==> src/rtl/hazard_sequencer_if.sv <==
// hazard_sequencer_if: ID/EX hazard inputs and pipeline control outputs of the hazard sequencer
interface hazard_sequencer_if #(parameter int PERF_W = 32);
  logic [4:0] id_rs;
  logic [4:0] id_rt;
  logic id_uses_rs;
  logic id_uses_rt;
  logic id_reads_hilo;
  logic idex_mem_read;
  logic [4:0] idex_rt;
  logic ex_redirect;
  logic ex_muldiv_start;
  logic ex_is_div;
  logic pc_write;
  logic ifid_write;
  logic ifid_flush;
  logic idex_bubble;
  logic muldiv_start;
  logic muldiv_done;
  logic hilo_busy;
  logic [PERF_W-1:0] stall_cycles;
  modport master (
    output id_rs, id_rt, id_uses_rs, id_uses_rt, id_reads_hilo, idex_mem_read, idex_rt,
           ex_redirect, ex_muldiv_start, ex_is_div,
    input pc_write, ifid_write, ifid_flush, idex_bubble, muldiv_start, muldiv_done, hilo_busy,
          stall_cycles
  );
  modport slave (
    input id_rs, id_rt, id_uses_rs, id_uses_rt, id_reads_hilo, idex_mem_read, idex_rt,
          ex_redirect, ex_muldiv_start, ex_is_div,
    output pc_write, ifid_write, ifid_flush, idex_bubble, muldiv_start, muldiv_done, hilo_busy,
           stall_cycles
  );
endinterface

==> src/rtl/hazard_sequencer.sv <==
// hazard_sequencer: load-use/redirect/HI-LO pipeline control and mult/div latency sequencing
module hazard_sequencer #(
  parameter int MULT_CYCLES = 4,
  parameter int DIV_CYCLES = 32,
  parameter int CNT_W = 6,
  parameter int PERF_W = 32
) (
  input logic clk,
  input logic rst,
  hazard_sequencer_if.slave h
);
  typedef enum logic {IDLE, BUSY} state_t;
  state_t state;
  logic [CNT_W-1:0] cnt;
  logic [PERF_W-1:0] perf;
  logic load_use, start, stall;
  assign load_use = h.idex_mem_read && h.idex_rt != 5'd0 &&
                    ((h.id_uses_rs && h.id_rs == h.idex_rt) || (h.id_uses_rt && h.id_rt == h.idex_rt));
  assign start = h.ex_muldiv_start && state == IDLE;
  // redirect wins: the ID instruction is squashed, so its hazards are moot
  assign stall = !h.ex_redirect && (load_use || (h.id_reads_hilo && (state == BUSY || start)));
  assign h.pc_write = !rst && (h.ex_redirect || !stall);
  assign h.ifid_write = !rst && (h.ex_redirect || !stall);
  assign h.ifid_flush = rst || h.ex_redirect;
  assign h.idex_bubble = rst || h.ex_redirect || stall;
  assign h.muldiv_start = !rst && start;
  assign h.muldiv_done = !rst && state == BUSY && cnt == '0;
  assign h.hilo_busy = !rst && state == BUSY;
  assign h.stall_cycles = perf;
  always_ff @(posedge clk) begin
    if (rst) begin
      state <= IDLE;
      cnt <= '0;
      perf <= '0;
    end else begin
      if (stall && !(&perf)) perf <= perf + 1'b1;
      if (start) begin
        state <= BUSY;
        cnt <= h.ex_is_div ? CNT_W'(DIV_CYCLES - 1) : CNT_W'(MULT_CYCLES - 1);
      end else if (state == BUSY) begin
        if (cnt == '0) state <= IDLE;
        else cnt <= cnt - 1'b1;
      end
    end
  end
endmodule

==> src/flat_wrapper.sv <==
// flat-port wrapper written by rule: the top's interface ports become plain ports
module hazard_sequencer_flat 
#(
  parameter int MULT_CYCLES = 4,
  parameter int DIV_CYCLES = 32,
  parameter int CNT_W = 6,
  parameter int PERF_W = 32
)
  (clk, rst, h_id_rs, h_id_rt, h_id_uses_rs, h_id_uses_rt, h_id_reads_hilo, h_idex_mem_read, h_idex_rt, h_ex_redirect, h_ex_muldiv_start, h_ex_is_div, h_pc_write, h_ifid_write, h_ifid_flush, h_idex_bubble, h_muldiv_start, h_muldiv_done, h_hilo_busy, h_stall_cycles);
  hazard_sequencer_if #(.PERF_W(PERF_W)) h_i ();
  input logic clk;
  input logic rst;
  input wire logic [$bits(h_i.id_rs)-1:0] h_id_rs;
  input wire logic [$bits(h_i.id_rt)-1:0] h_id_rt;
  input wire logic [$bits(h_i.id_uses_rs)-1:0] h_id_uses_rs;
  input wire logic [$bits(h_i.id_uses_rt)-1:0] h_id_uses_rt;
  input wire logic [$bits(h_i.id_reads_hilo)-1:0] h_id_reads_hilo;
  input wire logic [$bits(h_i.idex_mem_read)-1:0] h_idex_mem_read;
  input wire logic [$bits(h_i.idex_rt)-1:0] h_idex_rt;
  input wire logic [$bits(h_i.ex_redirect)-1:0] h_ex_redirect;
  input wire logic [$bits(h_i.ex_muldiv_start)-1:0] h_ex_muldiv_start;
  input wire logic [$bits(h_i.ex_is_div)-1:0] h_ex_is_div;
  output wire logic [$bits(h_i.pc_write)-1:0] h_pc_write;
  output wire logic [$bits(h_i.ifid_write)-1:0] h_ifid_write;
  output wire logic [$bits(h_i.ifid_flush)-1:0] h_ifid_flush;
  output wire logic [$bits(h_i.idex_bubble)-1:0] h_idex_bubble;
  output wire logic [$bits(h_i.muldiv_start)-1:0] h_muldiv_start;
  output wire logic [$bits(h_i.muldiv_done)-1:0] h_muldiv_done;
  output wire logic [$bits(h_i.hilo_busy)-1:0] h_hilo_busy;
  output wire logic [$bits(h_i.stall_cycles)-1:0] h_stall_cycles;
  assign h_i.id_rs = h_id_rs;
  assign h_i.id_rt = h_id_rt;
  assign h_i.id_uses_rs = h_id_uses_rs;
  assign h_i.id_uses_rt = h_id_uses_rt;
  assign h_i.id_reads_hilo = h_id_reads_hilo;
  assign h_i.idex_mem_read = h_idex_mem_read;
  assign h_i.idex_rt = h_idex_rt;
  assign h_i.ex_redirect = h_ex_redirect;
  assign h_i.ex_muldiv_start = h_ex_muldiv_start;
  assign h_i.ex_is_div = h_ex_is_div;
  assign h_pc_write = h_i.pc_write;
  assign h_ifid_write = h_i.ifid_write;
  assign h_ifid_flush = h_i.ifid_flush;
  assign h_idex_bubble = h_i.idex_bubble;
  assign h_muldiv_start = h_i.muldiv_start;
  assign h_muldiv_done = h_i.muldiv_done;
  assign h_hilo_busy = h_i.hilo_busy;
  assign h_stall_cycles = h_i.stall_cycles;
  hazard_sequencer #(.MULT_CYCLES(MULT_CYCLES), .DIV_CYCLES(DIV_CYCLES), .CNT_W(CNT_W), .PERF_W(PERF_W)) u_core (.clk(clk), .rst(rst), .h(h_i));
endmodule
==> config.mk <==
export PLATFORM = sky130hd
export DESIGN_NAME = hazard_sequencer_flat
export DESIGN_NICKNAME = d
export VERILOG_FILES = /design/src/rtl/hazard_sequencer_if.sv /design/src/rtl/hazard_sequencer.sv /design/src/flat_wrapper.sv
export SDC_FILE = /design/constraint.sdc
export NUM_CORES = 1
export LEC_CHECK = 0
export ABC_AREA = 1
export ABC_CLOCK_PERIOD_IN_PS = 1600
export BUFFER_PORTS_ARGS = -buffer_cell sky130_fd_sc_hd__buf_2
export CAP_MARGIN = 15
export CORE_AREA = 10 10 89 91
export CTS_CLUSTER_SIZE = 20
export DETAILED_ROUTE_END_ITERATION = 10
export DIE_AREA = 0 0 99 101
export PLACE_DENSITY_LB_ADDON = 0.12
export SLEW_MARGIN = 20
export SYNTH_ARGS = -nofsm -noshare
export SYNTH_HDL_FRONTEND = slang
export SYNTH_SLANG_ARGS = --single-unit
==> constraint.sdc <==
create_clock -name clk -period 1.6 [get_ports clk]
set_clock_uncertainty 0.05 [all_clocks]
set_input_delay 0.08 -clock clk [delete_from_list [all_inputs] [get_ports clk]]
set_output_delay 0.08 -clock clk [all_outputs]
set_load 0.01 [all_outputs]
==> PnR_summary.wiki, run 1 <==
{| class="wikitable"
! Metric !! Value
|-
| Run status || finished, violations left
|-
| Violated checks || negative setup slack
|-
| Post-synthesis instance total || 520
|-
| Required arrival time at the worst endpoint || 1.76 ns
|-
| Initial antenna violation count || 0
|-
| WHS || 0.0524 ns
|-
| Tcrit/Tclk final || 106%
|-
| Number of design rule violations left after detail routing || 0
|-
| Number of buffers on the longest clock path || 2
|-
| Arrival time at the worst endpoint || 1.86 ns
|-
| Slew Limit Headroom || 73.0%
|-
| CTS Hold Bufs || 0
|-
| Worst path cell trace || ha_4 -> nand2_4 -> nor2_4 -> nand2_4 -> nor2_8 -> nand4_4 -> buf_6 -> nand2_2 -> inv_2 -> nand3_1 -> nand2_1 -> clkinv_1 -> nor2_1
|-
| Main combinational cell family by area after synthesis || simple AND/OR/NAND/NOR gates
|-
| Antenna Nets Post-Route || 0
|-
| Global-route wire length before repair || 15,200 µm
|-
| Core area || 0.00620 mm²
|-
| Worst hold-check path type || input pin to register
|-
| Setup repair after global routing missed its margin || yes
|-
| TritonCTS clock tree || built
|-
| Pin count of the biggest net entering global routing || 53
|-
| Via count || 3,604
|-
| Post-synthesis mux area share || 0%
|-
| Total I/O pin count || 63
|-
| Diodes inserted || 0
|-
| Count of clock tree sinks || 39
|-
| Number of buffer and inverter stages on the critical path || 3
|-
| Count of final setup violators || 31
|-
| Fraction of layout instances using a drive strength above 1 || 33.1%
|-
| Clock transition at the registers of the reported paths || 0.09 ns
|-
| Half-perimeter wire length after detailed placement || 6930 µm
|-
| Max H-tree Level || 2
|-
| Clock tree root buffer cell || sky130_fd_sc_hd__clkbuf_8
|-
| Final number of hold-violating endpoints || 0
|-
| Achievable Freq || 589 MHz
|-
| #FFs+latches synth || 39
|-
| Initial core utilization || 48.4%
|-
| Area fraction in compound gates after synthesis || 6.13%
|-
| Slowest cell on crit path || sky130_fd_sc_hd__dfxtp_4
|-
| Critical Path Fanout Max || 5
|-
| Grt total ovfl || 0
|-
| Least setup slack across all paths after layout || -0.0980 ns
|-
| Count of pins over their slew limit || 0
|-
| Leakage component of the power || 2.10 nW
|-
| Unique masters post-synth || 30
|-
| Number of global-route vias before repair || 3,463
|-
| Die extent in y || 101 µm
|-
| Total Die Area || 0.0100 mm²
|-
| Drt initial violations || 170
|-
| Crit. End Element || register
|-
| Adder-cell share of the synthesized area || 1.25%
|-
| Kind of cell with the highest combined delay on the critical path || simple AND/OR/NAND/NOR gates
|-
| Total negative setup slack || -1.89 ns
|-
| Kind of critical path || register to register
|-
| GRT Util Overall || 17.6%
|-
| Global placer's final weighted congestion || 0.882
|-
| Most common cell type on the critical path || sky130_fd_sc_hd__nand2_4
|-
| Width of the chip || 99 µm
|-
| Final Power || 2.26 mW
|-
| XOR/XNOR share of the synthesized area || 3.21%
|-
| Number of warnings printed during yosys synthesis || 0
|-
| Power density over the cells || 542 mW/mm²
|-
| Worst vdd rail ir drop || 0.635 mV
|-
| FP Rows || 29
|-
| Tightest Pin Transition || 0.405 ns
|-
| Wirelength per Cell || 12.7 µm
|-
| Max capacitance violation total || 0
|-
| Total length of routed wires || 9130 µm
|-
| Iteration count of the initial detailed-routing pass || 5
|-
| Syn Std Cell Area || 0.00300 mm²
|-
| Min Clock Period, post-route || 1.70 ns
|-
| Average cell area after synthesis || 5.77 µm²
|-
| CTS buffer count || 5
|-
| Element type at the critical path start || register
|-
| Syn Nets || 547
|-
| Count of buffers inserted at the top-level ports || 62
|-
| Number of nets in the layout || 669
|-
| CP max stage delay || 0.37 ns
|-
| Simple logic cell fraction of the synthesized area || 48.9%
|-
| Signed area change from the synthesized netlist to the final layout || 38.8%
|-
| Detail-routed via count per cell || 5.01
|-
| Clock network latency to the later pin of the worst-skew pair || 0.30 ns
|-
| Portion of the post-synthesis area used by sequential elements || 26.0%
|}
-- flip-flops by register name, summed over array words and instances (netlist names) --
name / flops
u_core.h.stall_cycles: 32
u_core.cnt: 6
u_core.state: 1
-- report_power, final --
group          leakage (nW)  internal (mW)  switching, mW  total (mW)
registers             0.320          0.995         0.0242        1.02
clock network        0.0581          0.465          0.389       0.854
logic                  1.72          0.149          0.236       0.385
total                  2.10           1.61          0.649        2.26
-- synthesized netlist by cell type --
| master | n | share of area (%) |
|---|---|---|
| sky130_fd_sc_hd__nand2_1 | 156 | 20 |
| sky130_fd_sc_hd__nor2_1 | 84 | 11 |
| sky130_fd_sc_hd__inv_1 | 73 | 9.1 |
| sky130_fd_sc_hd__dfxtp_1 | 39 | 26 |
| sky130_fd_sc_hd__nand4_1 | 38 | 7.9 |
| sky130_fd_sc_hd__nand3_1 | 30 | 5.0 |
| sky130_fd_sc_hd__a21oi_1 | 20 | 3.3 |
| sky130_fd_sc_hd__o21ai_0 | 10 | 1.7 |
| sky130_fd_sc_hd__inv_2 | 8 | 1.0 |
| sky130_fd_sc_hd__xor2_1 | 8 | 2.3 |
| sky130_fd_sc_hd__buf_2 | 7 | 1.2 |
| sky130_fd_sc_hd__clkinv_1 | 7 | 0.88 |
| sky130_fd_sc_hd__clkbuf_1 | 6 | 0.75 |
| sky130_fd_sc_hd__nand3b_1 | 4 | 1.0 |
| sky130_fd_sc_hd__nor2_4 | 4 | 1.5 |
| sky130_fd_sc_hd__a31oi_1 | 3 | 0.63 |
| sky130_fd_sc_hd__buf_6 | 3 | 1.1 |
| sky130_fd_sc_hd__ha_1 | 3 | 1.3 |
| sky130_fd_sc_hd__xnor2_1 | 3 | 0.88 |
| sky130_fd_sc_hd__buf_4 | 2 | 0.50 |
| sky130_fd_sc_hd__nand2_2 | 2 | 0.42 |
| sky130_fd_sc_hd__nand3_2 | 2 | 0.67 |
| sky130_fd_sc_hd__a211oi_1 | 1 | 0.25 |
| sky130_fd_sc_hd__nand2_4 | 1 | 0.38 |
| sky130_fd_sc_hd__nand4_4 | 1 | 0.71 |
| sky130_fd_sc_hd__nor2_2 | 1 | 0.21 |
| sky130_fd_sc_hd__nor2_8 | 1 | 0.67 |
| sky130_fd_sc_hd__nor3_1 | 1 | 0.17 |
| sky130_fd_sc_hd__nor4_1 | 1 | 0.21 |
| sky130_fd_sc_hd__o211ai_1 | 1 | 0.25 |
-- area by class of cell --
class | instances | area, µm²
Clock buffer | 5 | 68.8
Clock inverter | 3 | 43.8
Fill cell | 570 | 2040
Inverter | 88 | 332
Multi-Input combinational cell | 375 | 1940
Sequential cell | 39 | 795
Tap cell | 77 | 96.3
Timing Repair Buffer | 133 | 896
-- cell usage in the layout, fill, tap and decap left out, types with 13 or more instances in the layout --
| cell type | count |
|---|---|
| sky130_fd_sc_hd__nand2_1 | 141 |
| sky130_fd_sc_hd__nor2_1 | 71 |
| sky130_fd_sc_hd__inv_1 | 68 |
| sky130_fd_sc_hd__buf_4 | 64 |
| sky130_fd_sc_hd__buf_2 | 62 |
| sky130_fd_sc_hd__nand4_1 | 38 |
| sky130_fd_sc_hd__dfxtp_1 | 32 |
| sky130_fd_sc_hd__nand3_1 | 26 |
| sky130_fd_sc_hd__a21oi_1 | 14 |
| sky130_fd_sc_hd__nor2_2 | 14 |
| sky130_fd_sc_hd__inv_2 | 13 |
| sky130_fd_sc_hd__nand2_2 | 13 |
-- cell families after synthesis --
group,count (synthesis)
adders and majority gates,3
AOI/OAI and AO/OA,35
DFF,39
buffers and inverters,106
xor gates and xnor gates,11
and+or+nand+nor,326
-- timing repair --
item,in CTS,in global routing
buffers inserted,4,3
pin swaps,10,8
setup endpoints to repair,31,37
resized for setup,30,27
-- worst paths after layout --
kind	cells past startpoint	end	from	slack, ns
min	3	u_core.cnt[4]	h_ex_is_div	0.05
max reg2reg	13	u_core.h.stall_cycles[8]	u_core.h.stall_cycles[0]	-0.1
max	13	u_core.h.stall_cycles[8]	u_core.h.stall_cycles[0]	-0.1
min reg2reg	1	u_core.cnt[5]	u_core.cnt[5]	0.43
-- per-stage QoR --
step | setup WS (ns) | util, % | cells | instance area [µm²]
finish | -0.0980 | 67.2 | 720 | 4170
global route | -0.263 | 67.2 | 720 | 4170
CTS | -0.0625 | 65.6 | 717 | 4070
detailed placement | -0.0830 | 62.0 | 705 | 3850
global placement | -0.0561 | 62.0 | 705 | 3850
floorplan | -0.0144 | - | 520 | 3030
-- worst register-to-register path: stages (launching register included) --
cell                       delay [ns]
sky130_fd_sc_hd__dfxtp_4         0.37
sky130_fd_sc_hd__ha_4            0.15
sky130_fd_sc_hd__nand2_4         0.06
sky130_fd_sc_hd__nor2_4          0.16
sky130_fd_sc_hd__nand2_4         0.09
sky130_fd_sc_hd__nor2_8          0.13
sky130_fd_sc_hd__nand4_4         0.14
sky130_fd_sc_hd__buf_6           0.17
sky130_fd_sc_hd__nand2_2         0.06
sky130_fd_sc_hd__inv_2           0.04
sky130_fd_sc_hd__nand3_1         0.07
sky130_fd_sc_hd__nand2_1         0.06
sky130_fd_sc_hd__clkinv_1        0.04
sky130_fd_sc_hd__nor2_1          0.03
-- layer usage --
layer | track usage, % | up-vias | routed length, µm
li1 | - | 1869 | -
met1 | 21.1 | 1631 | 4120
met2 | 30.8 | 95 | 4390
met3 | 3.91 | 9 | 520
met4 | 4.63 | 0 | 96
met5 | 0 | - | 0
Power figures use the tool's default switching activity.
==> inputs of run 2 (changes only) <==
CORE_AREA = 10 10 87 89   (was 10 10 89 91)
CTS_BUF_LIST = sky130_fd_sc_hd__clkbuf_8   (was default)
DIE_AREA = 0 0 97 99   (was 0 0 99 101)
==> run 2 against run 1 <==
  * The run still ends with negative setup slack left
  * Wire length rose by 0.66%
  * Worst setup slack gained 0.016 ns
  * Clock power increased by 0.6%
  * Non-clock buffer count down 6
  * Total power increased by 0.50%
  * Die area down 4.0%
  * First-iteration DRC count grew 14%
  * Largest power group unchanged
==> PnR_summary.wiki, run 2 (synthesis results as in run 1) <==
{| class="wikitable"
! Metric !! Value
|-
| Final Power || 2.27 mW
|-
| Arrival time at the worst endpoint || 1.84 ns
|-
| Wirelength per Cell || 12.9 µm
|-
| Initial core utilization || 51.3%
|-
| Number of design rule violations left after detail routing || 0
|-
| Clock transition at the registers of the reported paths || 0.08 ns
|-
| Kind of critical path || register to register
|-
| Clock tree root buffer cell || sky130_fd_sc_hd__clkbuf_8
|-
| Required arrival time at the worst endpoint || 1.76 ns
|-
| CTS Hold Bufs || 0
|-
| Count of final setup violators || 31
|-
| TritonCTS clock tree || built
|-
| GR Util met1 || 21.3%
|-
| Count of pins over their slew limit || 0
|-
| Worst hold-check path type || input pin to register
|-
| FP Rows || 28
|-
| Min Clock Period, post-route || 1.68 ns
|-
| Number of flip-flops under the largest register name || 32
|-
| Pre-CTS WS || -0.0684 ns
|-
| Iteration count of the initial detailed-routing pass || 5
|-
| Number of global-route vias before repair || 3,407
|-
| Multi-input gate area || 0.00194 mm²
|-
| GRT Util Overall || 18.1%
|-
| Achievable Freq || 595 MHz
|-
| Number of filler cells placed in the layout || 531
|-
| GR Util met2 || 32.6%
|-
| Global placer's final weighted congestion || 0.906
|-
| Diodes inserted || 0
|-
| Least setup slack across all paths after layout || -0.0818 ns
|-
| Setup repair after global routing missed its margin || yes
|-
| Fraction of layout instances using a drive strength above 1 || 33.0%
|-
| Count of clock tree sinks || 39
|-
| Total negative setup slack || -0.983 ns
|-
| Most frequent cells in the layout || sky130_fd_sc_hd__nand2_1, sky130_fd_sc_hd__nor2_1, sky130_fd_sc_hd__inv_1, sky130_fd_sc_hd__buf_2, sky130_fd_sc_hd__buf_4
|-
| Slew Limit Headroom || 77.0%
|-
| Total I/O pin count || 63
|-
| Pin count of the biggest net entering global routing || 28
|-
| Count of buffers inserted at the top-level ports || 62
|-
| Core area || 0.00585 mm²
|-
| Seq. cell area || 795 µm²
|-
| Leading cell type in the layout, fill and taps excluded || sky130_fd_sc_hd__nand2_1
|-
| Initial antenna violation count || 0
|-
| WHS || 0.0425 ns
|-
| Global routing met3 resource utilization || 4.26%
|-
| Violated checks || negative setup slack
|-
| Total Die Area || 0.00960 mm²
|-
| Half-perimeter wire length after detailed placement || 6920 µm
|-
| Number of nets in the layout || 663
|-
| Die extent in y || 99 µm
|-
| Max capacitance violation total || 0
|-
| Global-route wire length before repair || 15,200 µm
|-
| Detail-routed via count per cell || 5.15
|-
| Signed area change from the synthesized netlist to the final layout || 36.8%
|-
| Critical Path Fanout Max || 3
|-
| CP max stage delay || 0.37 ns
|-
| Tightest Pin Transition || 0.342 ns
|-
| Max H-tree Level || 2
|-
| Antenna Nets Post-Route || 0
|-
| Tcrit/Tclk final || 105%
|-
| Crit. End Element || register
|-
| Grt total ovfl || 0
|-
| Leakage component of the power || 2.06 nW
|-
| Worst path cell trace || ha_4 -> nand2_4 -> nor2_4 -> nand2_4 -> buf_4 -> nor2_1 -> nand3_1 -> nor2_2 -> nor2_2 -> nand3_1 -> nand2_1 -> inv_1 -> nor2_1
|-
| Drt initial violations || 193
|-
| Run status || finished, violations left
|-
| Clock network latency to the later pin of the worst-skew pair || 0.30 ns
|-
| CTS buffer count || 5
|-
| Element type at the critical path start || register
|-
| Final number of hold-violating endpoints || 0
|-
| Worst vdd rail ir drop || 0.392 mV
|-
| Power density over the cells || 552 mW/mm²
|-
| Total length of routed wires || 9190 µm
|-
| GRT busiest layer || met2
|-
| Number of buffers on the longest clock path || 2
|-
| Width of the chip || 97 µm
|-
| Slowest cell on crit path || sky130_fd_sc_hd__dfxtp_4
|-
| Via count || 3,670
|}
[run 2: layer usage]
metal	routed length [µm]	vias up
li1	-	1858
met1	3950	1683
met2	4570	112
met3	543	17
met4	116	0
met5	0	-
[run 2: per-stage QoR]
step | instance area (µm²) | utilization, % | std cells
finish | 4110 | 70.2 | 712
global route | 4110 | 70.2 | 712
CTS | 4020 | 68.6 | 710
detailed placement | 3810 | 65.2 | 700
global placement | 3810 | 65.2 | 700
floorplan | 3030 | - | 520
[run 2: layout make-up]
class	count	area share [%]
Sequential cell	39	19.3
Timing Repair Buffer	127	20.3
Clock inverter	3	1.07
Inverter	88	8.07
Multi-Input combinational cell	375	47.2
Clock buffer	5	1.68
Tap cell	75	2.28
[run 2: path summary, 6_finish.rpt]
check	from	end	slack, ns	cells after the start
setup / recovery	u_core.h.stall_cycles[0]	u_core.h.stall_cycles[26]	-0.08	13
hold / removal	h_ex_is_div	u_core.cnt[3]	0.04	3
setup reg to reg	u_core.h.stall_cycles[0]	u_core.h.stall_cycles[26]	-0.08	13
hold reg to reg	u_core.cnt[5]	u_core.cnt[5]	0.42	1
[run 2: critical path, delay by kind of cell (launching register included)]
family	cells	cell delay (ns)
buffers and inverters	2	0.18
and+or+nand+nor	10	0.85
adders and majority gates	1	0.15
DFF	1	0.37
[run 2: timing repair]
item                       4_1_cts  5_1_grt
pin swaps                        5        6
resized for setup               27       31
setup endpoints to repair       31       37
setup buffers                    2        2
[run 2: where the power goes]
group	switching, mW	internal [mW]	leakage [nW]	total (mW)
Combinational	0.242	0.148	1.68	0.390
Clock	0.394	0.465	0.0581	0.859
Sequential	0.0247	0.995	0.320	1.02
==> inputs of run 3 (changes only) <==
CORE_AREA = 10 10 96 81   (was 10 10 87 89)
DIE_AREA = 0 0 106 91   (was 0 0 97 99)
==> run 3 against run 2 <==
  * The flow still finishes with violations (negative setup slack)
  * Critical path depth shrank 1
  * Cell count grew 1.1%
  * Non-clock buffer count grew 2
  * Count of clock-buffer cells in the layout grew 1
  * Sequential share of layout area shrank 0.17 points
  * Global-route usage grew 1.1 points
==> PnR_summary.wiki, run 3 (synthesis results as in run 1) <==
{| class="wikitable"
! Metric !! Value
|-
| Via count || 3,647
|-
| Half-perimeter wire length after detailed placement || 7380 µm
|-
| Leading cell type in the layout, fill and taps excluded || sky130_fd_sc_hd__nand2_1
|-
| Kind of critical path || register to register
|-
| Slew Limit Headroom || 76.9%
|-
| Routed met3 length || 606 µm
|-
| Violated checks || negative setup slack
|-
| Number of global-route vias before repair || 3,445
|-
| Final standard cell utilization of the core || 71.3%
|-
| Iteration count of the initial detailed-routing pass || 5
|-
| Global-route wire length before repair || 15,800 µm
|-
| WHS || 0.0617 ns
|-
| Count of pins over their slew limit || 0
|-
| Element type at the critical path start || register
|-
| Power density over the cells || 551 mW/mm²
|-
| Leakage component of the power || 2.09 nW
|-
| Critical Path Fanout Max || 4
|-
| Wirelength per Cell || 13.3 µm
|-
| Most frequent cells in the layout || sky130_fd_sc_hd__nand2_1, sky130_fd_sc_hd__nor2_1, sky130_fd_sc_hd__inv_1, sky130_fd_sc_hd__buf_2, sky130_fd_sc_hd__buf_4
|-
| CP max stage delay || 0.37 ns
|-
| Worst path cell trace || buf_4 -> nand3_1 -> buf_4 -> nor2_1 -> nand3_1 -> nor2_1 -> nand2_1 -> inv_2 -> nand3_1 -> nand2_1 -> clkinv_1 -> nor2_1
|-
| GRT Util Overall || 19.2%
|-
| Clock transition at the registers of the reported paths || 0.08 ns
|-
| Number of nets in the layout || 665
|-
| Global placer's final weighted congestion || 0.928
|-
| Antenna Nets Post-Route || 0
|-
| FP Rows || 25
|-
| Total I/O pin count || 63
|-
| Max H-tree Level || 2
|-
| Initial antenna violation count || 0
|-
| CTS Hold Bufs || 0
|-
| Count of clock tree sinks || 39
|-
| Slowest cell on crit path || sky130_fd_sc_hd__dfxtp_4
|-
| Count of buffers inserted at the top-level ports || 62
|-
| Diodes inserted || 0
|-
| Max capacitance violation total || 0
|-
| Number of filler cells placed in the layout || 501
|-
| Number of design rule violations left after detail routing || 0
|-
| Final number of hold-violating endpoints || 0
|-
| Drt initial violations || 263
|-
| Min Clock Period, post-route || 1.71 ns
|-
| Width of the chip || 106 µm
|-
| Total Die Area || 0.00965 mm²
|-
| Clock tree root buffer cell || sky130_fd_sc_hd__clkbuf_8
|-
| Tightest Pin Transition || 0.343 ns
|-
| Number of buffers on the longest clock path || 2
|-
| Least setup slack across all paths after layout || -0.114 ns
|-
| Met2 routed WL || 4600 µm
|-
| Detail-routed via count per cell || 5.07
|-
| Top sig layer || met4
|-
| Count of final setup violators || 32
|-
| Achievable Freq || 584 MHz
|-
| Number of flip-flops under the largest register name || 32
|-
| TritonCTS clock tree || built
|-
| Signed area change from the synthesized netlist to the final layout || 38.3%
|-
| Pin count of the biggest net entering global routing || 30
|-
| Die extent in y || 91 µm
|-
| Worst vdd rail ir drop || 0.491 mV
|-
| Fraction of layout instances using a drive strength above 1 || 31.5%
|-
| Initial core utilization || 51.6%
|-
| Setup repair after global routing missed its margin || yes
|-
| Clock network latency to the later pin of the worst-skew pair || 0.29 ns
|-
| Run status || finished, violations left
|-
| CTS buffer count || 5
|-
| Arrival time at the worst endpoint || 1.89 ns
|-
| Required arrival time at the worst endpoint || 1.78 ns
|-
| Tcrit/Tclk final || 107%
|-
| Total length of routed wires || 9550 µm
|-
| Worst hold-check path type || input pin to register
|-
| Crit. End Element || register
|-
| Grt total ovfl || 0
|-
| Metal-1 WL || 4220 µm
|-
| Core area || 0.00582 mm²
|}
[run 3: cell count changes in the layout (fill, tap and decap cells not counted), moves of 3 or more]
cell,change
sky130_fd_sc_hd__a21oi_1,+6
sky130_fd_sc_hd__a21oi_2,-6
sky130_fd_sc_hd__nand3_2,-4
sky130_fd_sc_hd__inv_2,-3
sky130_fd_sc_hd__nand2_2,-3
[run 3: worst paths after layout]
kind	start	endpoint	slack (ns)	cells past startpoint
min reg2reg	u_core.cnt[5]	u_core.cnt[5]	0.44	1
max reg2reg	u_core.h.stall_cycles[1]	u_core.h.stall_cycles[17]	-0.11	12
min	rst	u_core.h.stall_cycles[28]	0.06	2
max	u_core.h.stall_cycles[1]	u_core.h.stall_cycles[17]	-0.11	12
[run 3: critical path, delay by kind of cell, from the launching register on]
family	cells	cell delay (ns)
buffers and inverters	4	0.41
and+or+nand+nor	8	0.82
DFF	1	0.37
[run 3: where the power goes]
part	switching (mW)	total, mW	internal, mW
sequential	0.0253	1.02	0.995
combinational	0.245	0.389	0.145
clock	0.373	0.878	0.505
[run 3: layout make-up]
cell class | count | area, µm² | area share, %
clock buffers | 6 | 82.6 | 1.99
clock inverters | 2 | 35.0 | 0.844
inverters | 88 | 332 | 7.99
multi-input cells | 375 | 1930 | 46.6
flip-flops and latches | 39 | 796 | 19.2
well taps | 81 | 101 | 2.44
repair buffers | 129 | 871 | 21.0
[run 3: metrics by stage]
stage                     setup TNS [ns]  std cells  setup WS [ns]  total power [mW]  instance area [µm²]
after floorplan                  -0.0488        520        -0.0144              1.28                 3030
after global placement             -1.25        709        -0.0919              1.39                 3870
after detailed placement           -3.23        709         -0.144              1.41                 3870
after CTS                          -1.93        720        -0.0921              2.29                 4080
after global routing               -5.42        720         -0.225              2.39                 4150
final                              -1.93        720         -0.114              2.29                 4150
[run 3: per-layer routing]
layer,GRT usage (%),up-vias
li1,-,1863
met1,23.6,1649
met2,32.7,121
met3,5.08,14
met4,4.39,0
met5,0,-
[run 3: repair_timing]
| item | CTS | global route |
|---|---|---|
| pin swaps | 6 | 11 |
| resized for setup | 27 | 23 |
| hold endpoints to repair | 0 | 0 |
| setup endpoints to repair | 35 | 37 |
| setup buffers | 3 | 1 |
